===== src/rtl/lcd_pkg.sv =====
// Shared types and command bytes for the HD44780 4-bit panel driver.
// Imported by the byte transmitter and the top-level sequencer.
package lcd_pkg;

  typedef enum logic [2:0] {
    INIT_WAIT,
    INIT_NIB,
    INIT_CMD,
    IDLE,
    REF
  } state_e;

  typedef enum logic [1:0] {
    T_IDLE,
    T_EH,
    T_EL,
    T_WAIT
  } tx_state_e;

  localparam logic [7:0] FUNC_SET = 8'h28;
  localparam logic [7:0] DISP_ON  = 8'h0C;
  localparam logic [7:0] ENTRY    = 8'h06;
  localparam logic [7:0] CLEAR    = 8'h01;
  localparam logic [7:0] DDRAM_R0 = 8'h80;
  localparam logic [7:0] DDRAM_R1 = 8'hC0;
  localparam logic [7:0] SPACE    = 8'h20;

  // Init nibbles travel in the upper half of the byte.
  localparam logic [7:0] WAKE  = 8'h30;
  localparam logic [7:0] MODE4 = 8'h20;

  localparam logic [5:0] INIT_NIBS = 6'd4;
  localparam logic [5:0] INIT_CMDS = 6'd4;
  localparam logic [5:0] ROW1_IDX  = 6'd17;
  localparam logic [5:0] REF_LEN   = 6'd34;

  // Refresh byte index (1..16, 18..33) to {row, col}.
  function automatic logic [4:0] ref_addr(
    input logic [5:0] idx
  );
    if (idx <= 6'd16)
      return {1'b0, 4'(idx - 6'd1)};
    else
      return {1'b1, 4'(idx - 6'd18)};
  endfunction

endpackage


===== src/rtl/lcd_byte_tx.sv =====
// Sends one byte (or one nibble) to the panel in 4-bit mode,
// then holds off for the command execution time.
module lcd_byte_tx
  import lcd_pkg::*;
#(
  parameter int CYC_EN  = 12,
  parameter int CYC_CMD = 2500,
  parameter int CYC_CLR = 100000
) (
  input  logic       CLK,
  input  logic       RST,
  input  logic       start,
  input  logic [7:0] data,
  input  logic       rs,
  input  logic       nibble_only,
  input  logic       long_wait,
  output logic       done,
  output logic       lcd_e,
  output logic       lcd_rs,
  output logic [3:0] lcd_db
);

  localparam int CW = $clog2(CYC_CLR + 1);
  localparam logic [CW-1:0] EN_LD  = CW'(CYC_EN - 1);
  localparam logic [CW-1:0] CMD_LD = CW'(CYC_CMD - 1);
  localparam logic [CW-1:0] CLR_LD = CW'(CYC_CLR - 1);

  tx_state_e     st, st_n;
  logic [CW-1:0] cnt, cnt_n;
  logic          hi, hi_n;
  logic [3:0]    lo, lo_n;
  logic          nib, nib_n;
  logic          lng, lng_n;
  logic          e_n, rs_n;
  logic [3:0]    db_n;
  logic          ready;

  // Phase register and registered panel pins; E drops on reset.
  always_ff @(posedge CLK or negedge RST) begin
    if (!RST) begin
      st     <= T_IDLE;
      cnt    <= '0;
      hi     <= 1'b0;
      lo     <= 4'h0;
      nib    <= 1'b0;
      lng    <= 1'b0;
      lcd_e  <= 1'b0;
      lcd_rs <= 1'b0;
      lcd_db <= 4'h0;
    end else begin
      st     <= st_n;
      cnt    <= cnt_n;
      hi     <= hi_n;
      lo     <= lo_n;
      nib    <= nib_n;
      lng    <= lng_n;
      lcd_e  <= e_n;
      lcd_rs <= rs_n;
      lcd_db <= db_n;
    end
  end

  // Phase sequencing; a new start is taken on the done cycle
  // so back-to-back bytes have no gap.
  always_comb begin
    st_n  = st;
    cnt_n = cnt;
    hi_n  = hi;
    lo_n  = lo;
    nib_n = nib;
    lng_n = lng;
    e_n   = lcd_e;
    rs_n  = lcd_rs;
    db_n  = lcd_db;
    done  = (st == T_WAIT) && (cnt == '0);
    ready = (st == T_IDLE) || done;
    unique case (st)
      T_IDLE: ;
      T_EH: begin
        if (cnt == '0) begin
          st_n  = T_EL;
          cnt_n = EN_LD;
          e_n   = 1'b0;
        end else begin
          cnt_n = cnt - 1'b1;
        end
      end
      T_EL: begin
        if (cnt != '0) begin
          cnt_n = cnt - 1'b1;
        end else if (hi && !nib) begin
          st_n  = T_EH;
          cnt_n = EN_LD;
          e_n   = 1'b1;
          db_n  = lo;
          hi_n  = 1'b0;
        end else begin
          st_n  = T_WAIT;
          cnt_n = lng ? CLR_LD : CMD_LD;
        end
      end
      T_WAIT: begin
        if (cnt == '0)
          st_n = T_IDLE;
        else
          cnt_n = cnt - 1'b1;
      end
      default: st_n = T_IDLE;
    endcase
    if (start && ready) begin
      st_n  = T_EH;
      cnt_n = EN_LD;
      e_n   = 1'b1;
      db_n  = data[7:4];
      lo_n  = data[3:0];
      rs_n  = rs;
      hi_n  = 1'b1;
      nib_n = nibble_only;
      lng_n = long_wait;
    end
  end

endmodule


===== src/rtl/lcd_hd44780_ctrl.sv =====
// 2x16 shadow buffer plus init/refresh sequencer for an
// HD44780 panel in 4-bit mode.
module lcd_hd44780_ctrl
  import lcd_pkg::*;
#(
  parameter int CYC_EN   = 12,
  parameter int CYC_CMD  = 2500,
  parameter int CYC_CLR  = 100000,
  parameter int CYC_INIT = 750000
) (
  input  logic       CLK,
  input  logic       RST,
  input  logic       lcd_we,
  input  logic       lcd_row,
  input  logic [3:0] lcd_col,
  input  logic [7:0] lcd_char,
  input  logic       update,
  output logic       lcd_busy,
  output logic       LCD_E,
  output logic       LCD_RS,
  output logic       LCD_RW,
  output logic [3:0] LCD_DB
);

  localparam int DW = $clog2(CYC_INIT + 1);
  localparam logic [DW-1:0] INIT_LD = DW'(CYC_INIT - 1);

  state_e        state, state_n;
  logic [5:0]    idx, idx_n;
  logic [DW-1:0] dly, dly_n;
  logic          pending, pend_n;
  logic [7:0]    mem [32];

  logic       start, tx_done, go_ref;
  logic [7:0] tx_data;
  logic       tx_rs, tx_nib, tx_long;
  logic [7:0] rd_data;

  assign LCD_RW  = 1'b0;
  assign rd_data = mem[ref_addr(idx)];

  // Shadow buffer; writes are accepted in every state.
  always_ff @(posedge CLK or negedge RST) begin
    if (!RST) begin
      for (int i = 0; i < 32; i++)
        mem[i] <= SPACE;
    end else if (lcd_we) begin
      mem[{lcd_row, lcd_col}] <= lcd_char;
    end
  end

  // Sequencer state, counters, pending request and busy.
  always_ff @(posedge CLK or negedge RST) begin
    if (!RST) begin
      state    <= INIT_WAIT;
      idx      <= 6'd0;
      dly      <= INIT_LD;
      pending  <= 1'b0;
      lcd_busy <= 1'b1;
    end else begin
      state    <= state_n;
      idx      <= idx_n;
      dly      <= dly_n;
      pending  <= pend_n;
      lcd_busy <= (state_n != IDLE);
    end
  end

  // Next state and the byte to hand to the transmitter.
  always_comb begin
    state_n = state;
    idx_n   = idx;
    dly_n   = dly;
    pend_n  = pending | (update & (state != IDLE));
    start   = 1'b0;
    tx_data = 8'h00;
    tx_rs   = 1'b0;
    tx_nib  = 1'b0;
    tx_long = 1'b0;
    go_ref  = 1'b0;
    unique case (state)
      INIT_WAIT: begin
        if (dly == '0) begin
          start   = 1'b1;
          tx_data = WAKE;
          tx_nib  = 1'b1;
          tx_long = 1'b1;
          idx_n   = 6'd1;
          state_n = INIT_NIB;
        end else begin
          dly_n = dly - 1'b1;
        end
      end
      INIT_NIB: begin
        if (tx_done) begin
          start = 1'b1;
          if (idx == INIT_NIBS) begin
            tx_data = FUNC_SET;
            idx_n   = 6'd1;
            state_n = INIT_CMD;
          end else begin
            tx_data = (idx == 6'd3) ? MODE4 : WAKE;
            tx_nib  = 1'b1;
            tx_long = 1'b1;
            idx_n   = idx + 6'd1;
          end
        end
      end
      INIT_CMD: begin
        if (tx_done) begin
          if (idx == INIT_CMDS) begin
            go_ref  = pending | update;
            state_n = IDLE;
          end else begin
            start = 1'b1;
            idx_n = idx + 6'd1;
            unique case (1'b1)
              idx == 6'd1: tx_data = DISP_ON;
              idx == 6'd2: tx_data = ENTRY;
              default: begin
                tx_data = CLEAR;
                tx_long = 1'b1;
              end
            endcase
          end
        end
      end
      IDLE: go_ref = update;
      REF: begin
        if (tx_done) begin
          if (idx == REF_LEN) begin
            go_ref  = pending | update;
            state_n = IDLE;
          end else begin
            start = 1'b1;
            idx_n = idx + 6'd1;
            if (idx == ROW1_IDX) begin
              tx_data = DDRAM_R1;
            end else begin
              tx_data = rd_data;
              tx_rs   = 1'b1;
            end
          end
        end
      end
      default: state_n = INIT_WAIT;
    endcase
    if (go_ref) begin
      start   = 1'b1;
      tx_data = DDRAM_R0;
      tx_rs   = 1'b0;
      tx_nib  = 1'b0;
      tx_long = 1'b0;
      idx_n   = 6'd1;
      state_n = REF;
      pend_n  = 1'b0;
    end
  end

  lcd_byte_tx #(
    .CYC_EN  (CYC_EN),
    .CYC_CMD (CYC_CMD),
    .CYC_CLR (CYC_CLR)
  ) u_tx (
    .CLK         (CLK),
    .RST         (RST),
    .start       (start),
    .data        (tx_data),
    .rs          (tx_rs),
    .nibble_only (tx_nib),
    .long_wait   (tx_long),
    .done        (tx_done),
    .lcd_e       (LCD_E),
    .lcd_rs      (LCD_RS),
    .lcd_db      (LCD_DB)
  );

endmodule

===== config.mk =====
export PLATFORM = sky130hd
export DESIGN_NAME = lcd_hd44780_ctrl
export DESIGN_NICKNAME = d
export VERILOG_FILES = /design/src/rtl/lcd_pkg.sv /design/src/rtl/lcd_byte_tx.sv /design/src/rtl/lcd_hd44780_ctrl.sv
export SDC_FILE = /design/constraint.sdc
export NUM_CORES = 1
export LEC_CHECK = 0
export BUFFER_PORTS_ARGS = -buffer_cell sky130_fd_sc_hd__buf_2
export CORE_UTILIZATION = 25
export CTS_CLUSTER_SIZE = 40
export DETAILED_ROUTE_END_ITERATION = 8
export GPL_TIMING_DRIVEN = 0
export HOLD_SLACK_MARGIN = 0.12
export PLACE_DENSITY_LB_ADDON = 0.08
export SLEW_MARGIN = 20
export SYNTH_ARGS = -nofsm -noshare
export SYNTH_HDL_FRONTEND = slang
export SYNTH_HIERARCHICAL = 1
export SYNTH_SLANG_ARGS = --single-unit

===== constraint.sdc =====
create_clock -name CLK -period 4.75 [get_ports CLK]
set_input_delay 0.95 -clock CLK [delete_from_list [all_inputs] [get_ports CLK]]
set_output_delay 0.95 -clock CLK [all_outputs]
set_load 0.005 [all_outputs]

# [Word-level counts from Yosys, hierarchy flattened]
# Cells that the tools add are included.
[totals] regBits=319 input_bits=17 output_inout_bits=8 elab_cells=200
[classes] add_sub_neg=5 order_cmp=4 eq_ne=27 mux=89 bitwise_logic=6 reduce_logical=23
[ops] operator="bitwise mux 256 bit" n=1
[ops] operator="2-to-1 mux 17 bit" n=6
[ops] operator="2-to-1 mux 6 bit" n=10
[ops] operator="2-to-1 mux 8 bit" n=7
[ops] operator="case mux 17 bit (3 select lines)" n=1
[ops] operator="binary-select mux 8 bit (select 5 bit)" n=1
[ops] operator="demux 8 bit (select 5 bit)" n=1
[ops] operator="case mux 8 bit (4 select lines)" n=1
[ops] operator="2-to-1 mux 1 bit" n=30
[ops] operator="!= test 3 bit (second input constant)" n=9
[ops] operator="2-to-1 mux 3 bit" n=8
[ops] operator="2-to-1 mux 4 bit" n=6
[ops] operator="case mux 6 bit (4 select lines)" n=1
[ops] operator="logical NOT 20 bit" n=1
[ops] operator="subtractor 20 x 1 -> 20 bit (second input constant)" n=1
[ops] operator="logical NOT 17 bit" n=1
[ops] operator="nonzero test 17 bit" n=1
[ops] operator="subtractor 17 x 1 -> 17 bit (second input constant)" n=1
[ops] operator="2-to-1 mux 5 bit" n=3
[ops] operator="case mux 3 bit (5 select lines)" n=1
[ops] operator="equality test 6 x 2 -> 1 bit (second input constant)" n=2
[ops] operator="greater-or-equal comparator 6 bit (second input constant)" n=2
[ops] operator="NOT 5 -> 6 bit" n=2
[ops] operator="2-to-1 mux 2 bit" n=5
[ops] operator="other kinds (39)" n=52

# [Logic depth before layout (Yosys ltp)]
[logic_depth] ltp_word=12 ltp_mapped=18 mapped_depth_nobuf=15

# [By module]
# Netlist, hierarchy kept.
[by_module_without_submodules] module="lcd_hd44780_ctrl" instances=1 cells_each=1179 area_per_inst_um2=14919.3 seq_area_each_um2=7239.4
[by_module_without_submodules] module="lcd_byte_tx" instances=1 cells_each=209 area_per_inst_um2=1964.4 seq_area_each_um2=800.8

# [Worst setup path after synthesis]
# No wires, ideal clock.
[synth_path] kind="reg-to-reg" startpoint="register idx[0]" endpoint="register u_tx.lcd_db[0]" setup_time_ns=0.125 arrival_time_ns=3.963 required_ns=4.625 path_slack_ns=0.662 stages_incl_launch_ff=15 n_path_buf=5 cell_sequence="dfrtp_1 -> buf_2 -> buf_1 -> inv_1 -> clkbuf_1 -> buf_1 -> ha_1 -> clkbuf_1 -> inv_1 -> mux4_2 -> mux4_2 -> a211oi_1 -> nand2_1 -> a31o_2 -> mux2_2"
[synth_between] elab_chain_cells=12
[synth_rtl] element="start, declared" line="lcd_hd44780_ctrl.sv:29" source="logic [5:0] idx, idx_n;"
[synth_rtl] element="start signal, assigned" line="lcd_hd44780_ctrl.sv:62" source="idx <= idx_n;"
[synth_rtl] element="less-or-equal comparator 6 x 5 -> 1 bit, or another cell as far along" line="lcd_pkg.sv:41" source="if (idx <= 6'd16)"
[synth_rtl] element="2-to-1 mux 5 bit" line="lcd_pkg.sv:41"
[synth_rtl] element="NOT 5 -> 6 bit (not written as such)" line="lcd_hd44780_ctrl.sv:40" source="assign rd_data = mem[ref_addr(idx)];"
[synth_rtl] element="binary-select mux 8 bit (select 5 bit)" line="lcd_hd44780_ctrl.sv:40"
[synth_rtl] element="2-to-1 mux 8 bit (not written as such) (2 in series)" line="lcd_hd44780_ctrl.sv:40"
[synth_rtl] element="2-to-1 mux 8 bit" line="lcd_hd44780_ctrl.sv:137" source="if (idx == ROW1_IDX) begin"
[synth_rtl] element="2-to-1 mux 8 bit" line="lcd_hd44780_ctrl.sv:131" source="if (idx == REF_LEN) begin"
[synth_rtl] element="2-to-1 mux 8 bit" line="lcd_hd44780_ctrl.sv:130" source="if (tx_done) begin"
[synth_rtl] element="case mux 8 bit (4 select lines)" line="lcd_hd44780_ctrl.sv:81" source="unique case (state)"
[synth_rtl] element="2-to-1 mux 8 bit *" line="lcd_hd44780_ctrl.sv:148" source="if (go_ref) begin"
[synth_rtl] element="named net tx_data[4]" line="lcd_hd44780_ctrl.sv:35" source="logic [7:0] tx_data;"
[synth_rtl] element="2-to-1 mux 4 bit *" line="lcd_byte_tx.sv:110" source="if (start && ready) begin"
[synth_rtl] element="end signal, assigned" line="lcd_byte_tx.sv:59" source="lcd_db <= db_n;"
[synth_rtl] element="end, declared" line="lcd_byte_tx.sv:20" source="output logic [3:0] lcd_db"
# Mark *: on every way through the listed nets, which the timed path passes. The rest lies on a longest branch. The select of a mux whose other input is x is not followed.
# A chain may end at the register's enable or synchronous reset.

# [Final worst setup path]
[layout_path] startpoint="register idx[0]" endpoint="register u_tx.lo[0]"
[layout_between] elab_chain_cells=11
[layout_rtl] element="less-or-equal comparator 6 x 5 -> 1 bit, or another cell as far along" line="lcd_pkg.sv:41"
[layout_rtl] element="2-to-1 mux 5 bit" line="lcd_pkg.sv:41"
[layout_rtl] element="NOT 5 -> 6 bit (not written as such)" line="lcd_hd44780_ctrl.sv:40"
[layout_rtl] element="binary-select mux 8 bit (select 5 bit)" line="lcd_hd44780_ctrl.sv:40"
[layout_rtl] element="2-to-1 mux 8 bit (not written as such) (2 in series)" line="lcd_hd44780_ctrl.sv:40"
[layout_rtl] element="2-to-1 mux 8 bit" line="lcd_hd44780_ctrl.sv:137"
[layout_rtl] element="2-to-1 mux 8 bit" line="lcd_hd44780_ctrl.sv:131"
[layout_rtl] element="2-to-1 mux 8 bit" line="lcd_hd44780_ctrl.sv:130"
[layout_rtl] element="case mux 8 bit (4 select lines)" line="lcd_hd44780_ctrl.sv:81"
[layout_rtl] element="2-to-1 mux 8 bit *" line="lcd_hd44780_ctrl.sv:148"
[layout_rtl] element="named net tx_data[0]" line="lcd_hd44780_ctrl.sv:35"
[layout_rtl] element="end signal, assigned" line="lcd_byte_tx.sv:54" source="lo <= lo_n;"
[layout_rtl] element="end, declared" line="lcd_byte_tx.sv:31" source="logic [3:0] lo, lo_n;"
# Marks and branches as above.

==> out/qor.yml <==
area_growth_pct: 15.84
core-area_um2: 66330
worst_slack_ns: 0.1575
total_power_w: 0.007408
dr.pass1.iters: 5
ys_seq_area_share_pct: 47.62
io_buffer_count: 19
dp_slack_ns: -2.330
powerDensity_nw_per_um2: 378.8
rows: 94
synthFlopType: "dfrtp_1"
clk_pin_slew_ns: 0.06
grt_pass1_wl_um: 87380
synth_top_area_share_pct: 40.46
cts-root-buf: "clkbuf_16"
critPathArrivalTime_ns: 5.12
fmax_ghz: 0.2177
setup_violations: 0
relSlewSlack_pct: 22.01
synth_top_area_cell: "dfrtp_1"
rsz0062_at_grt: "no"
postRouteAntennaNets: 0
power.clock.fraction_pct: 41.1
grt_remaining_overflow: 0
drc: 0
cts_tree: "yes"
synth_xor_area_share_pct: 0.9337
period_needed_ns: 4.592
synthArstFlopShare_pct: 100.0
fin_worst_skew_ns: 0.02859
cp_max_fo: 16
ioPinCount: 25
finalMaxSlewViolations: 0
fin_crit_sh_pct: 96.68
antenna_found_initial: 3
hold_class: "in2async"
track_usage_pct: 17.55
switchingPower_w: 0.001923
crit_type: "reg2reg"
hold_viol: 0
synth_mux_area_share_pct: 29.22
postCtsHoldBufs: 0
grt_pass1_vias: 12380
worst_setup_path_start_kind: "register"
p_int_w: 0.005485
synth_area_leaders: "dfrtp_1, mux2_2, dfstp_2, mux4_2, mux2i_1"
cap_viol_max_count: 0
layout-drive-gt1-share_pct: 35.60
dieWidth_um: 261.9
ys_ff_latch: 319
synthSimpleGateAreaFrac_pct: 9.404
critPathCaptureType: "register"
swShare_pct: 25.96
synth_compound_area_share_pct: 8.863
clkLatencyLatePin_ns: 0.58
synth_cell_types: 78
synthesis.nets: 1420
required_ns: 5.28
gp_congestion: 0.7927
syn-cell-area_um2: 16880
dp_hpwl_um: 41330
p_leak_nw: 8.433
synth_top_family_by_area: "multiplexers"
synth.avg_cell_area_um2: 12.16
wire_per_inst_um: 24.75
drt-initial-drc-count: 653
pwr-share-comb_pct: 12.3
grt_max_degree: 92
die_area_um2: 68580
worst_pin_slew_ns: 1.170
finalNetCount: 1483
synth_edf_count: 0
synthAdderAreaFrac_pct: 1.112
wl_um: 58120
vdd_drop_max_uv: 262.0
cts_buffers: 42
die_y_um: 261.9
h-tree-depth: 2
status: "finished, final reports clean"
initial_core_util_pct: 25.45
synthCells: 1388
seq_power_share_pct: 46.6
dr_total_vias: 11830
clk_path_buf_depth: 3
avgViaCountPerCell: 5.040
ys_warn_count: 6
cts.sinks: 319
fillers: 6836
==> registers in the layout (all words and copies together) (netlist names) <==
signal and cells:
dly 20, u_tx/hi 1, u_tx/lcd_rs 1, u_tx/nib 1, pending 1, u_tx/st 2
mem 256, lcd_busy 1, u_tx/lcd_db 4, u_tx/lo 4, u_tx/lng 1, idx 6
u_tx/lcd_e 1, u_tx/cnt 17, state 3
==> metal layers <==
metal	routed length [µm]	vias to the layer above	global-route usage (%)
li1	-	5361	-
met1	26660	6180	23.53
met2	27770	219	28.90
met3	2214	71	2.701
met4	1466	2	5.572
met5	10	-	0
==> metrics by stage <==
stage | instance area, µm² | hold slack [ns] | TNS, ns | util, % | cells
after global routing | 19560 | 0.4246 | 0 | 29.48 | 2347
after floorplan | 16880 | 0.4426 | 0 | - | 1388
after global placement | 18060 | 0.4616 | -1232.93 | 27.23 | 2271
final | 19560 | 0.3679 | 0 | 29.49 | 2348
after CTS | 19540 | 0.3822 | 0 | 29.46 | 2347
after detailed placement | 18180 | 0.4610 | -37.16 | 27.40 | 2274
==> cell usage after synthesis, drive strengths merged (20+ instances only) <==
cell type  count
a21oi         33
nor3          27
dfstp         46
nor2          63
o311ai        20
o21ai         52
clkbuf        67
mux4          43
nand2         95
inv           20
nand3         24
buf           27
mux2i         83
dfrtp        273
mux2         277
==> power groups by stage <==
stage / logic [W] / registers, W / clock network (W)
global route: 0.00100 / 0.00352 / 0.00326
CTS: 0.000927 / 0.00345 / 0.00316
floorplan: 0.000679 / 0.00340 / 0
finish: 0.000909 / 0.00345 / 0.00305
detailed placement: 0.000924 / 0.00350 / 0
global placement: 0.000893 / 0.00349 / 0
==> logic make-up after synthesis <==
| group | after synthesis |
|---|---|
| adders and majority gates | 15 |
| other | 1 |
| xor gates and xnor gates | 18 |
| buffers and inverters | 115 |
| muxes | 403 |
| and+or+nand+nor | 306 |
| DFF | 319 |
| AOI/OAI and AO/OA | 211 |
==> final timing paths <==
| check | start | end | slack (ns) | cells past startpoint |
|---|---|---|---|---|
| setup / recovery | idx[0] | u_tx/lo[0] | 0.16 | 13 |
| hold / removal | RST | mem[10] | 0.37 | 1 |
| setup reg to reg | idx[0] | u_tx/lo[0] | 0.16 | 13 |
| hold reg to reg | dly[6] | dly[6] | 0.47 | 1 |
| max in group asynchronous | RST | mem[190] | 2.99 | 3 |
| min in group CLK | dly[6] | dly[6] | 0.47 | 1 |
==> critical path, stage by stage (launching register included) <==
cell	delay, ns
dfrtp_1	0.42
buf_4	0.25
inv_1	0.17
clkbuf_4	0.29
buf_4	0.29
ha_2	0.28
nor4b_2	0.38
nor2_1	0.11
clkbuf_1	0.28
clkbuf_2	0.34
nor3_1	0.91
o21ai_0	0.41
nand4_1	0.22
mux2_2	0.16
==> final cells by class <==
type                            instances  area (µm²)  area share, %
Clock buffer                           68        1219          6.231
Clock inverter                          8       82.58         0.4222
Timing Repair Buffer                   22       187.7         0.9596
Sequential cell                       319        8040          41.11
Buffer                                 91       435.4          2.226
Antenna cell                            1       2.502        0.01279
Multi-Input combinational cell        954        8428          43.09
Tap cell                              864        1081          5.527
Inverter                               21       82.58         0.4222
==> timing repair <==
| item | 4_1_cts | 5_1_grt |
|---|---|---|
| setup buffers | 0 | 0 |
| gates resized for setup | 32 | 12 |
| endpoints found under the setup margin | 38 | 8 |
==> cells in the final DEF (no fill, tap or decap), types with 10 or more instances in the layout <==
cell type  count
ha_1          14
nand4_1       10
o221ai_1      11
nand2_1       95
nor2_2        10
clkbuf_16     42
nand2b_1      10
mux2_2       273
o21ai_0       44
nand3_1       24
o311ai_0      20
nor3_1        25
nor2_1        52
inv_1         19
mux4_2        43
mux2i_1       83
dfrtp_1      273
clkbuf_2      12
a21oi_1       31
xor2_1        10
dfstp_2       46
buf_2         30
clkbuf_1      70
Note: power is estimated with default switching activity, not from simulation.
